## src/rtl/mesh_unloader.sv

```systemverilog
// mesh_unloader: reads a contiguous block of 32-bit quadram words and streams them out
// over valid/ready. Define UNLOADER_CHECKSUM_EN to append a 32-bit sum beat after the data.
module mesh_unloader #(
  parameter int ADDR_WIDTH = 11,
  parameter int FIFO_DEPTH = 4
) (
  input  logic                  clk,
  input  logic                  rst,
  input  logic                  go,
  input  logic [ADDR_WIDTH-1:0] base_addr,
  input  logic [ADDR_WIDTH:0]   word_count,
  output logic                  ram_en,
  output logic [3:0]            ram_we,
  output logic [ADDR_WIDTH-1:0] ram_addr,
  input  logic [31:0]           ram_dout,
  output logic                  m_valid,
  output logic [31:0]           m_data,
  output logic                  m_last,
  input  logic                  m_ready,
  output logic                  active,
  output logic                  done
);
  localparam int PW = $clog2(FIFO_DEPTH);
  localparam int CW = PW + 1;
  localparam logic [CW:0]           DEPTH_V   = (CW+1)'(FIFO_DEPTH);
  localparam logic [ADDR_WIDTH-1:0] ADDR_ONE  = ADDR_WIDTH'(1);
  localparam logic [ADDR_WIDTH:0]   CNT_ONE   = (ADDR_WIDTH+1)'(1);
  localparam logic [ADDR_WIDTH:0]   CNT_ZERO  = (ADDR_WIDTH+1)'(0);
  localparam logic [PW-1:0]         PTR_ONE   = PW'(1);
  localparam logic [CW-1:0]         COUNT_ONE = CW'(1);

  typedef enum logic [2:0] {
    IDLE   = 3'd0,
    READ   = 3'd1,
    DRAIN  = 3'd2,
    CSUM   = 3'd3,
    FINISH = 3'd4
  } state_t;

`ifdef UNLOADER_CHECKSUM_EN
  localparam state_t TAIL = CSUM;
`else
  localparam state_t TAIL = FINISH;
`endif

  state_t                state;
  logic [ADDR_WIDTH-1:0] rd_addr;
  logic [ADDR_WIDTH:0]   rd_left;
  logic [ADDR_WIDTH:0]   beat_left;
  logic                  inflight;
  logic [31:0]           mem [FIFO_DEPTH];
  logic [PW-1:0]         wr_ptr;
  logic [PW-1:0]         rd_ptr;
  logic [CW-1:0]         count;
  logic                  fifo_valid;
  logic                  pop;
  logic                  last_pop;
  logic                  issue;
  logic [CW:0]           outstanding;
  logic [31:0]           head;

  assign ram_we      = 4'b0000;
  assign fifo_valid  = (count != {CW{1'b0}});
  assign head        = mem[rd_ptr];
  assign pop         = fifo_valid & m_ready;
  assign last_pop    = pop && (beat_left == CNT_ONE);
  // Reads already issued but not yet in the FIFO reserve a slot, so the FIFO can never overflow.
  assign outstanding = {1'b0, count} + {{CW{1'b0}}, ram_en} + {{CW{1'b0}}, inflight};
  assign issue       = (state == READ) && (rd_left != CNT_ZERO) && (outstanding < DEPTH_V);

`ifdef UNLOADER_CHECKSUM_EN
  logic [31:0] sum;
  logic        sum_beat;

  assign sum_beat = (state == CSUM);
  assign m_valid  = fifo_valid | sum_beat;
  assign m_data   = sum_beat ? sum : (fifo_valid ? head : 32'h0000_0000);
  assign m_last   = sum_beat;

  // Running sum of every popped data beat, cleared on each accepted go.
  always_ff @(posedge clk or posedge rst) begin
    if (rst) begin
      sum <= 32'h0000_0000;
    end else if (state == IDLE && go) begin
      sum <= 32'h0000_0000;
    end else if (pop) begin
      sum <= sum + head;
    end
  end
`else
  assign m_valid = fifo_valid;
  assign m_data  = fifo_valid ? head : 32'h0000_0000;
  assign m_last  = fifo_valid && (beat_left == CNT_ONE);
`endif

  // Control FSM with the read-issue pipeline and beat counter.
  always_ff @(posedge clk or posedge rst) begin
    if (rst) begin
      state     <= IDLE;
      rd_addr   <= {ADDR_WIDTH{1'b0}};
      rd_left   <= CNT_ZERO;
      beat_left <= CNT_ZERO;
      ram_en    <= 1'b0;
      ram_addr  <= {ADDR_WIDTH{1'b0}};
      inflight  <= 1'b0;
      active    <= 1'b0;
      done      <= 1'b0;
    end else begin
      ram_en   <= issue;
      inflight <= ram_en;
      if (issue) begin
        ram_addr <= rd_addr;
        rd_addr  <= rd_addr + ADDR_ONE;
        rd_left  <= rd_left - CNT_ONE;
      end
      if (pop) begin
        beat_left <= beat_left - CNT_ONE;
      end
      case (state)
        IDLE: begin
          done <= 1'b0;
          if (go) begin
            rd_addr   <= base_addr;
            rd_left   <= word_count;
            beat_left <= word_count;
            active    <= 1'b1;
            if (word_count == CNT_ZERO) begin
              state <= TAIL;
              done  <= (TAIL == FINISH);
            end else begin
              state <= READ;
            end
          end
        end
        READ: begin
          if (issue && rd_left == CNT_ONE) begin
            state <= DRAIN;
          end
        end
        // Leave on the final handshake so done lands in the very next cycle.
        DRAIN: begin
          if (last_pop || beat_left == CNT_ZERO) begin
            state <= TAIL;
            done  <= (TAIL == FINISH);
          end
        end
        CSUM: begin
          if (m_ready) begin
            state <= FINISH;
            done  <= 1'b1;
          end
        end
        FINISH: begin
          done   <= 1'b0;
          active <= 1'b0;
          state  <= IDLE;
        end
        default: begin
          done   <= 1'b0;
          active <= 1'b0;
          state  <= IDLE;
        end
      endcase
    end
  end

  // FIFO pointers and occupancy; a push is the read data arriving the cycle after ram_en.
  always_ff @(posedge clk or posedge rst) begin
    if (rst) begin
      wr_ptr <= {PW{1'b0}};
      rd_ptr <= {PW{1'b0}};
      count  <= {CW{1'b0}};
    end else begin
      if (inflight) begin
        wr_ptr <= wr_ptr + PTR_ONE;
      end
      if (pop) begin
        rd_ptr <= rd_ptr + PTR_ONE;
      end
      case ({inflight, pop})
        2'b10:   count <= count + COUNT_ONE;
        2'b01:   count <= count - COUNT_ONE;
        default: count <= count;
      endcase
    end
  end

  // FIFO storage; contents are don't-care until pushed, so no reset.
  always_ff @(posedge clk) begin
    if (inflight) begin
      mem[wr_ptr] <= ram_dout;
    end
  end
endmodule

```

## config.mk

```make
export PLATFORM = sky130hd
export DESIGN_NAME = mesh_unloader
export DESIGN_NICKNAME = d
export VERILOG_FILES = /design/src/rtl/mesh_unloader.sv
export SDC_FILE = /design/constraint.sdc
export NUM_CORES = 1
export LEC_CHECK = 0
export ABC_AREA = 0
export CELL_PAD_IN_SITES_DETAIL_PLACEMENT = 1
export CELL_PAD_IN_SITES_GLOBAL_PLACEMENT = 1
export CORE_ASPECT_RATIO = 0.8
export CORE_MARGIN = 5
export CORE_UTILIZATION = 43
export CTS_BUF_LIST = sky130_fd_sc_hd__clkbuf_8
export DETAILED_ROUTE_END_ITERATION = 12
export MAX_ROUTING_LAYER = met4
export PLACE_DENSITY = 0.88
export SETUP_SLACK_MARGIN = 0.05
export SYNTH_ARGS = -nofsm -noshare
export SYNTH_HDL_FRONTEND = slang
export SYNTH_SLANG_ARGS = --single-unit
```

## constraint.sdc

```tcl
create_clock -name clk -period 2.1 [get_ports clk]
set_input_delay 0.63 -clock clk [delete_from_list [all_inputs] [get_ports clk]]
set_output_delay 0.63 -clock clk [all_outputs]
set_load 0.03 [all_outputs]
```

Word level (Yosys, flattened, before mapping) --
Memories as Yosys holds them, arrays and structs flattened. Cells that the tools add are included.
Operators by class: add/sub/neg operators 9, order comparisons 1, equal/unequal tests 11, muxes and demuxes 26, bitwise operators 3, reductions and logical operators 16
Operator list (number):
- 2-to-1 mux 12 bit | 6
- 2-to-1 mux 11 bit | 3
- 2-to-1 mux 32 bit | 1
- equality test 12 x 1 -> 1 bit (second input constant) | 2
- zero test 12 bit | 2
- subtractor 12 x 1 -> 12 bit (second input constant) | 2
- 2-to-1 mux 3 bit | 5
- case mux 3 bit (4 select lines) | 1
- nonzero test 12 bit | 1
- adder 11 x 1 -> 11 bit (second input constant) | 1
- 2-to-1 mux 1 bit | 7
- equality test 3 x 2 -> 1 bit (second input constant) | 2
- inequality test 2 bit (second input constant) | 3
- case mux 3 bit (2 select lines) | 1
- logical AND 1 bit | 5
- adder 2 x 1 -> 2 bit (second input constant) | 2
- adder 3 x 1 -> 4 bit | 1
- adder 4 x 1 -> 4 bit | 1
- < comparator 4 x 3 -> 1 bit (second input constant) | 1
- case mux 1 bit (4 select lines) | 1
- AND reduction 4 bit | 1
- adder 3 x 1 -> 3 bit (second input constant) | 1
- equality test 3 x 1 -> 1 bit (second input constant) | 1
- zero test 3 bit | 1
- other kinds (13) | 14
Storage, ports and cells: register bits 60, RAM bits 128, input port bits 59, output and inout bits 52, word-level logic and storage cells 79, memories kept 1
Memories:
- mem | words 4, bits a word 32, rd ports 1, clocked after Yosys merged registers in 0, wr ports 1, line 51 | logic [31:0] mem [FIFO_DEPTH];

Depth between registers and ports, before layout --
Gate-level depths: netlist of run 1.
word-level depth 7, gate-level depth with buffers 9

Worst setup path after synthesis of run 1 --
OpenSTA, ideal clock, no wires.
kind reg-to-output, start register rd_ptr[0], end output port m_data[10], arrival 1723 ps, data required time 1470 ps, setup slack -253 ps, stages on the path, launching flop included 5, path buffers 2, path through dfrtp_1 -> clkbuf_1 -> buf_2 -> mux4_2 -> and2_1
Between the ends: word-level cells in the longest chain between the ends 2
RTL lines:
- from (decl) | line 53 | logic [PW-1:0] rd_ptr;
- from (signal assigned) | line 171 | rd_ptr <= {PW{1'b0}};
- from (signal assigned) | line 178 | rd_ptr <= rd_ptr + PTR_ONE;
- memory read (4 x 32 bit)
- 2-to-1 mux 32 bit | line 92 | assign m_data = fifo_valid ? head : 32'h0000_0000;
- to (decl) | line 17 | output logic [31:0] m_data,
Every way passes these cells.

Worst setup path after layout of run 1 --
start register rd_ptr[0], end output port m_data[11]
Same word-level chain as after synthesis.

==> flow_summary.toml, run 1 <==
[timing]
finalCritPeriodShare_pct = 127
slew_viol_final = 0
relSlewSlack_pct = 66.1
hold_viol = 0
setup_viol = 57
max_clock_freq_ghz = 0.376
hold_ws_ns = 0.492
skew_ns = 0.0158
layout_setup_ws_ns = -0.557
rsz0062_at_grt = "true"
period_minus_slack_ns = 2.66
worst_pin_slew_ns = 0.500

[setup_path]
critPathLaunchType = "register"
critPathKind = "register to primary output"
worst_ep_required_time_ns = 1.47
cp_max_fo = 8
end_kind = "primary output"
crit_arrival_ns = 2.03

[floorplan]
die-area_um2 = 21500
core_area_um2 = 18300
die_x_um = 163
start_util_pct = 44.0
die_y_um = 132
rows = 44
io_pins = 111

[layout]
ff_latch_area_um2 = 5350
final_core_util_pct = 59.5
drive_gt1_share_pct = 35.9
fin_nets = 787
areaGrowthSynthToFinish_pct = 35.3
fillers = 1730
multi_input_area_um2 = 2750

[clock_tree]
clk_path_buf_depth = 2
h-tree-depth = 4
clock_sinks = 188
tritoncts = "done"
cts-root-buf = "clkbuf_8"
cts-hold-fix-buffers = 0
numCtsBuffers = 17
clk_latency_ns = 0.48
path_clk_slew_ns = 0.11

[routing]
drtIter0Drc = 292
avgRoutedWirePerCell_um = 21.0
via_per_inst = 5.26
ant_nets = 0
drcViolationCount = 0
routed_wl_mm = 20.7
vias = 5162
firstDrtPassIters = 4

[power]
p_leak_nw = 4.11
p_per_area_nw_per_um2 = 1530
vdd_drop_max_mv = 0.685

[global_routing]
grt_pass1_wl_mm = 32.4
grt_start_max_net_pins = 33
grt_usage_pct = 20.2
grt.overflow.total = 0
grt_pass1_vias = 5730
antenna_found_initial = 1

[synthesis]
seq_area_frac_synth_pct = 66.5
ys_async_sr_fraction_pct = 31.9
synth_cell_types = 49
ys_ff_latch = 188
syn_avg_cell_area_um2 = 15.3
yosysWarnings = 0
synthCells = 525
syn_area_um2 = 8040
synth-edff-count = 128
synthFlopType = "edfxtp_1"

[place]
io_buffers = 106
dp_hpwl_mm = 14.0
gp_congestion = 0.809

[status]
outcome = "finished, violations left"
violations = "setup timing"

[job]
maxCapViolations = 0

[hold_path]
worstHoldPathType = "primary input to async pin"
[worst max-delay path, cell delays in order (launching register included)]
cell     delay [ns]
dfrtp_2        0.45
buf_12         0.16
buf_4          0.13
buf_6          0.10
mux4_2         0.43
and2_4         0.15
buf_6          0.13
[cell families after synthesis]
family,after synthesis,synth area share (%)
and+or+nand+nor,152,10.6
other,1,0.0466
DFF,188,66.5
muxes,42,10.4
AOI/OAI and AO/OA,53,4.31
adders and majority gates,13,2.12
buffers and inverters,42,2.40
xor gates and xnor gates,34,3.70
[worst paths after layout]
kind / endpoint / slack (ns) / cells after the start / from
min in group clk: inflight / 0.52 / 0 / ram_en
max in group asynchronous: ram_addr[9] / 1.11 / 3 / rst
setup / recovery: m_data[11] / -0.56 / 6 / rd_ptr[0]
setup reg to reg: rd_left[4] / -0.15 / 7 / count[2]
hold reg to reg: inflight / 0.52 / 0 / ram_en
hold / removal: beat_left[2] / 0.49 / 2 / rst
[report_power, final]
group          total (mW)  switching [mW]  leakage, nW  internal [mW]
sequential           5.70           0.637         1.87           5.07
combinational        8.43            4.18         2.03           4.25
clock                2.56            1.43        0.214           1.13
[area by class of cell]
class	instances	area share, %
Antenna cell	1	0.0230
Clock buffer	17	2.15
Clock inverter	15	1.73
Inverter	15	0.667
Multi-Input combinational cell	298	25.2
Sequential cell	188	49.1
Tap cell	253	2.91
Timing Repair Buffer	195	18.1
[repair_timing]
item / CTS / global route
setup endpoints to repair: 61 / 73
gates resized for setup: 154 / 53
cloned: 1 / 0
buffers inserted: 13 / 15
pin swaps: 17 / 26
[state kept, by name, indices dropped and copies added (netlist names), 2 cells and up]
register / count
wr_ptr: 2
ram_addr: 11
count: 3
beat_left: 12
mem: 128
rd_ptr: 2
rd_left: 12
rd_addr: 11
state: 3
[Yosys cell counts, types with 10 or more instances]
master	instances	area share [%]
nand3_1	15	0.93
and2_1	36	2.8
xor2_1	24	2.6
nor2_1	22	1.0
a21oi_1	23	1.4
dfrtp_1	60	19
mux4_2	32	9.0
xnor2_1	10	1.1
ha_1	12	1.9
mux2_2	10	1.4
edfxtp_1	128	48
o21ai_0	14	0.87
nand2_1	29	1.4
inv_1	14	0.65
clkbuf_1	18	0.84
[layer usage]
metal / part of all wire, % / vias to the layer above / track usage, %
met1: 41 / 2647 / 24.0
li1: - / 2350 / -
met2: 53 / 146 / 35.2
met4: 0.83 / 0 / 3.87
met5: 0 / - / -
met3: 4.8 / 19 / 4.94
[stage by stage]
step	power, mW	cell area (um2)	TNS (ns)	cells	setup WS, ns
detailed placement	12.8	9850	-11.58	921	-0.454
finish	16.7	10900	-17.49	982	-0.557
floorplan	9.93	8110	0	528	0.00699
CTS	16.3	10600	-18.19	967	-0.596
global route	17.6	10900	-22.66	982	-0.633
global placement	12.4	9850	-9.25	921	-0.348
[placed cells by master, fill, tap and decap left out, types with 17 or more instances in the layout]
cell             instances
dfrtp_1                 59
mux4_2                  32
xor2_1                  24
clkbuf_8                17
edfxtp_1               128
clkdlybuf4s50_1         57
nor2_1                  22
and2_4                  28
buf_4                   65
a21oi_1                 22
nand2_1                 29
buf_6                   43
Note: power is estimated with default switching activity, not from simulation.
==> run 2, diff against run 1 <==
==> config.mk (replaced) <==
export PLATFORM = sky130hd
export DESIGN_NAME = mesh_unloader
export DESIGN_NICKNAME = d
export VERILOG_FILES = /design/src/rtl/mesh_unloader.sv
export SDC_FILE = /design/constraint.sdc
export NUM_CORES = 1
export LEC_CHECK = 0
export CELL_PAD_IN_SITES_DETAIL_PLACEMENT = 1
export CELL_PAD_IN_SITES_GLOBAL_PLACEMENT = 1
export CORE_ASPECT_RATIO = 0.8
export CORE_MARGIN = 5
export CORE_UTILIZATION = 40
export CTS_BUF_LIST = sky130_fd_sc_hd__clkbuf_8
export DETAILED_ROUTE_END_ITERATION = 12
export MAX_ROUTING_LAYER = met4
export PLACE_DENSITY = 0.83
export SETUP_SLACK_MARGIN = 0.05
export SLEW_MARGIN = 40
export SYNTH_ARGS = -nofsm -noshare
export SYNTH_HDL_FRONTEND = slang
export SYNTH_SLANG_ARGS = --single-unit
==> flow_summary.toml, run 2 (same netlist as run 1, synthesis figures left out) <==
[routing]
routed_wl_mm = 20.5
ant_nets = 0
drcViolationCount = 0
drtIter0Drc = 278
via_per_inst = 5.19
avgRoutedWirePerCell_um = 20.7
vias = 5134
firstDrtPassIters = 4

[layout]
diodes = 0
ff_latch_area_um2 = 5350
top_register = "mem"
drive_gt1_share_pct = 35.4
fin_cells = 990
reg_top3 = "mem (128), beat_left (12), rd_left (12)"
largest_register_ffs = 128
final_cell_mix = "edfxtp_1 (128), buf_4 (60), dfrtp_1 (58)"
fillers = 1920
fin_nets = 785
multi_input_area_um2 = 2740
areaGrowthSynthToFinish_pct = 36.2
final_common_cell = "edfxtp_1"

[clock_tree]
clk_path_buf_depth = 2
numCtsBuffers = 17
h-tree-depth = 4
tritoncts = "done"
path_clk_slew_ns = 0.10
clock_sinks = 188
cts-root-buf = "clkbuf_8"
clk_latency_ns = 0.47

[global_routing]
antenna_found_initial = 0
grt_pass1_vias = 5722
grt.overflow.total = 0
grt_pass1_wl_mm = 32.3
grt_start_max_net_pins = 33
grt_usage_pct = 18.8

[setup_path]
slowest_stage = "mux4_2"
path_common_cell = "buf_6"
critPathLaunchType = "register"
worst_ep_required_time_ns = 1.47
cp_max_fo = 7
critPathKind = "register to primary output"
crit_arrival_ns = 2.01
crit_chain = "buf_6 > buf_12 > mux4_2 > and2_4 > buf_6"
end_kind = "primary output"
r2r_cells = 8
crit_buf_inv = 3
crit_family = "multiplexers"
cp.depth = 5
slowest_delay_ns = 0.52

[floorplan]
io_pins = 111
die_x_um = 169
start_util_pct = 40.6
die-area_um2 = 23100
die_y_um = 137
core_area_um2 = 19800
rows = 46

[timing]
rsz0062_at_grt = "true"
slew_viol_final = 0
max_clock_freq_ghz = 0.379
period_minus_slack_ns = 2.64
finalCritPeriodShare_pct = 126
layout_setup_ws_ns = -0.539
setup_viol = 48
skew_ns = 0.0245
hold_viol = 0
fin_setup_tns_ns = -16.37

[status]
violations = "setup timing"
outcome = "finished, violations left"

[job]
maxCapViolations = 0

[power]
p_leak_nw = 4.13
p_per_area_nw_per_um2 = 1530
vdd_drop_max_mv = 0.904

[hold_path]
holdPathStages = 0
worstHoldPathType = "register to register"

[place]
dp_hpwl_mm = 13.6
gp_congestion = 0.869
placed_cells = 933
io_buffers = 106
[run 2: final cells by class]
type                    count  share of cell area, %
flip-flops and latches    188                   48.9
multi-input cells         298                   25.0
repair buffers            192                   18.3
well taps                 264                   3.02
clock buffers              17                   2.14
clock inverters            15                   1.95
inverters                  15                  0.663
repair inverters            1                  0.103
[run 2: layer usage]
layer	up-vias	routed length, um	GRT usage (%)
met5	-	0	-
met4	0	221	3.65
met3	17	764	3.87
met2	114	10800	32.3
met1	2673	8750	23.4
li1	2330	-	-
[run 2: worst register-to-register path, cell delays in order, from the launching register on]
cell and delay [ns]:
dfrtp_1 0.41, buf_6 0.13, or4b_4 0.56, buf_12 0.17, a21oi_4 0.17, buf_6 0.16
nand4_1 0.18, xor2_1 0.20, o21ai_1 0.12
[run 2: timing repair]
item	4_1_cts	5_1_grt
endpoints found under the hold margin	0	0
resized for setup	171	42
buffers inserted	7	17
hold buffers	0	0
pin swaps	39	21
endpoints found under the setup margin	71	66
gates cloned	2	2
[run 2: worst paths after layout]
kind,end,slack [ns],start
max,m_data[1],-0.54,rd_ptr[0]
min,inflight,0.44,ram_en
max reg2reg,rd_addr[7],-0.06,count[2]
min reg2reg,inflight,0.44,ram_en
max in group asynchronous,rd_left[3],1.16,rst
min in group asynchronous,rd_addr[6],0.48,rst
[run 2: report_power, final]
part	switching, mW	internal [mW]
Combinational	4.19	4.34
Sequential	0.639	5.07
Clock	1.52	1.05
Total	6.34	10.5
[run 2: metrics by stage]
stage | area [um2] | hold slack [ns] | worst slack, ns | utilization [%] | power (mW)
floorplan | 8110 | 0.491 | 0.00699 | - | 9.93
global placement | 9880 | 0.390 | -0.397 | 49.9 | 12.4
detailed placement | 9880 | 0.401 | -0.514 | 49.9 | 12.7
CTS | 10700 | 0.445 | -0.599 | 54.0 | 16.4
global route | 10900 | 0.460 | -0.637 | 55.3 | 17.7
finish | 10900 | 0.437 | -0.539 | 55.3 | 16.8
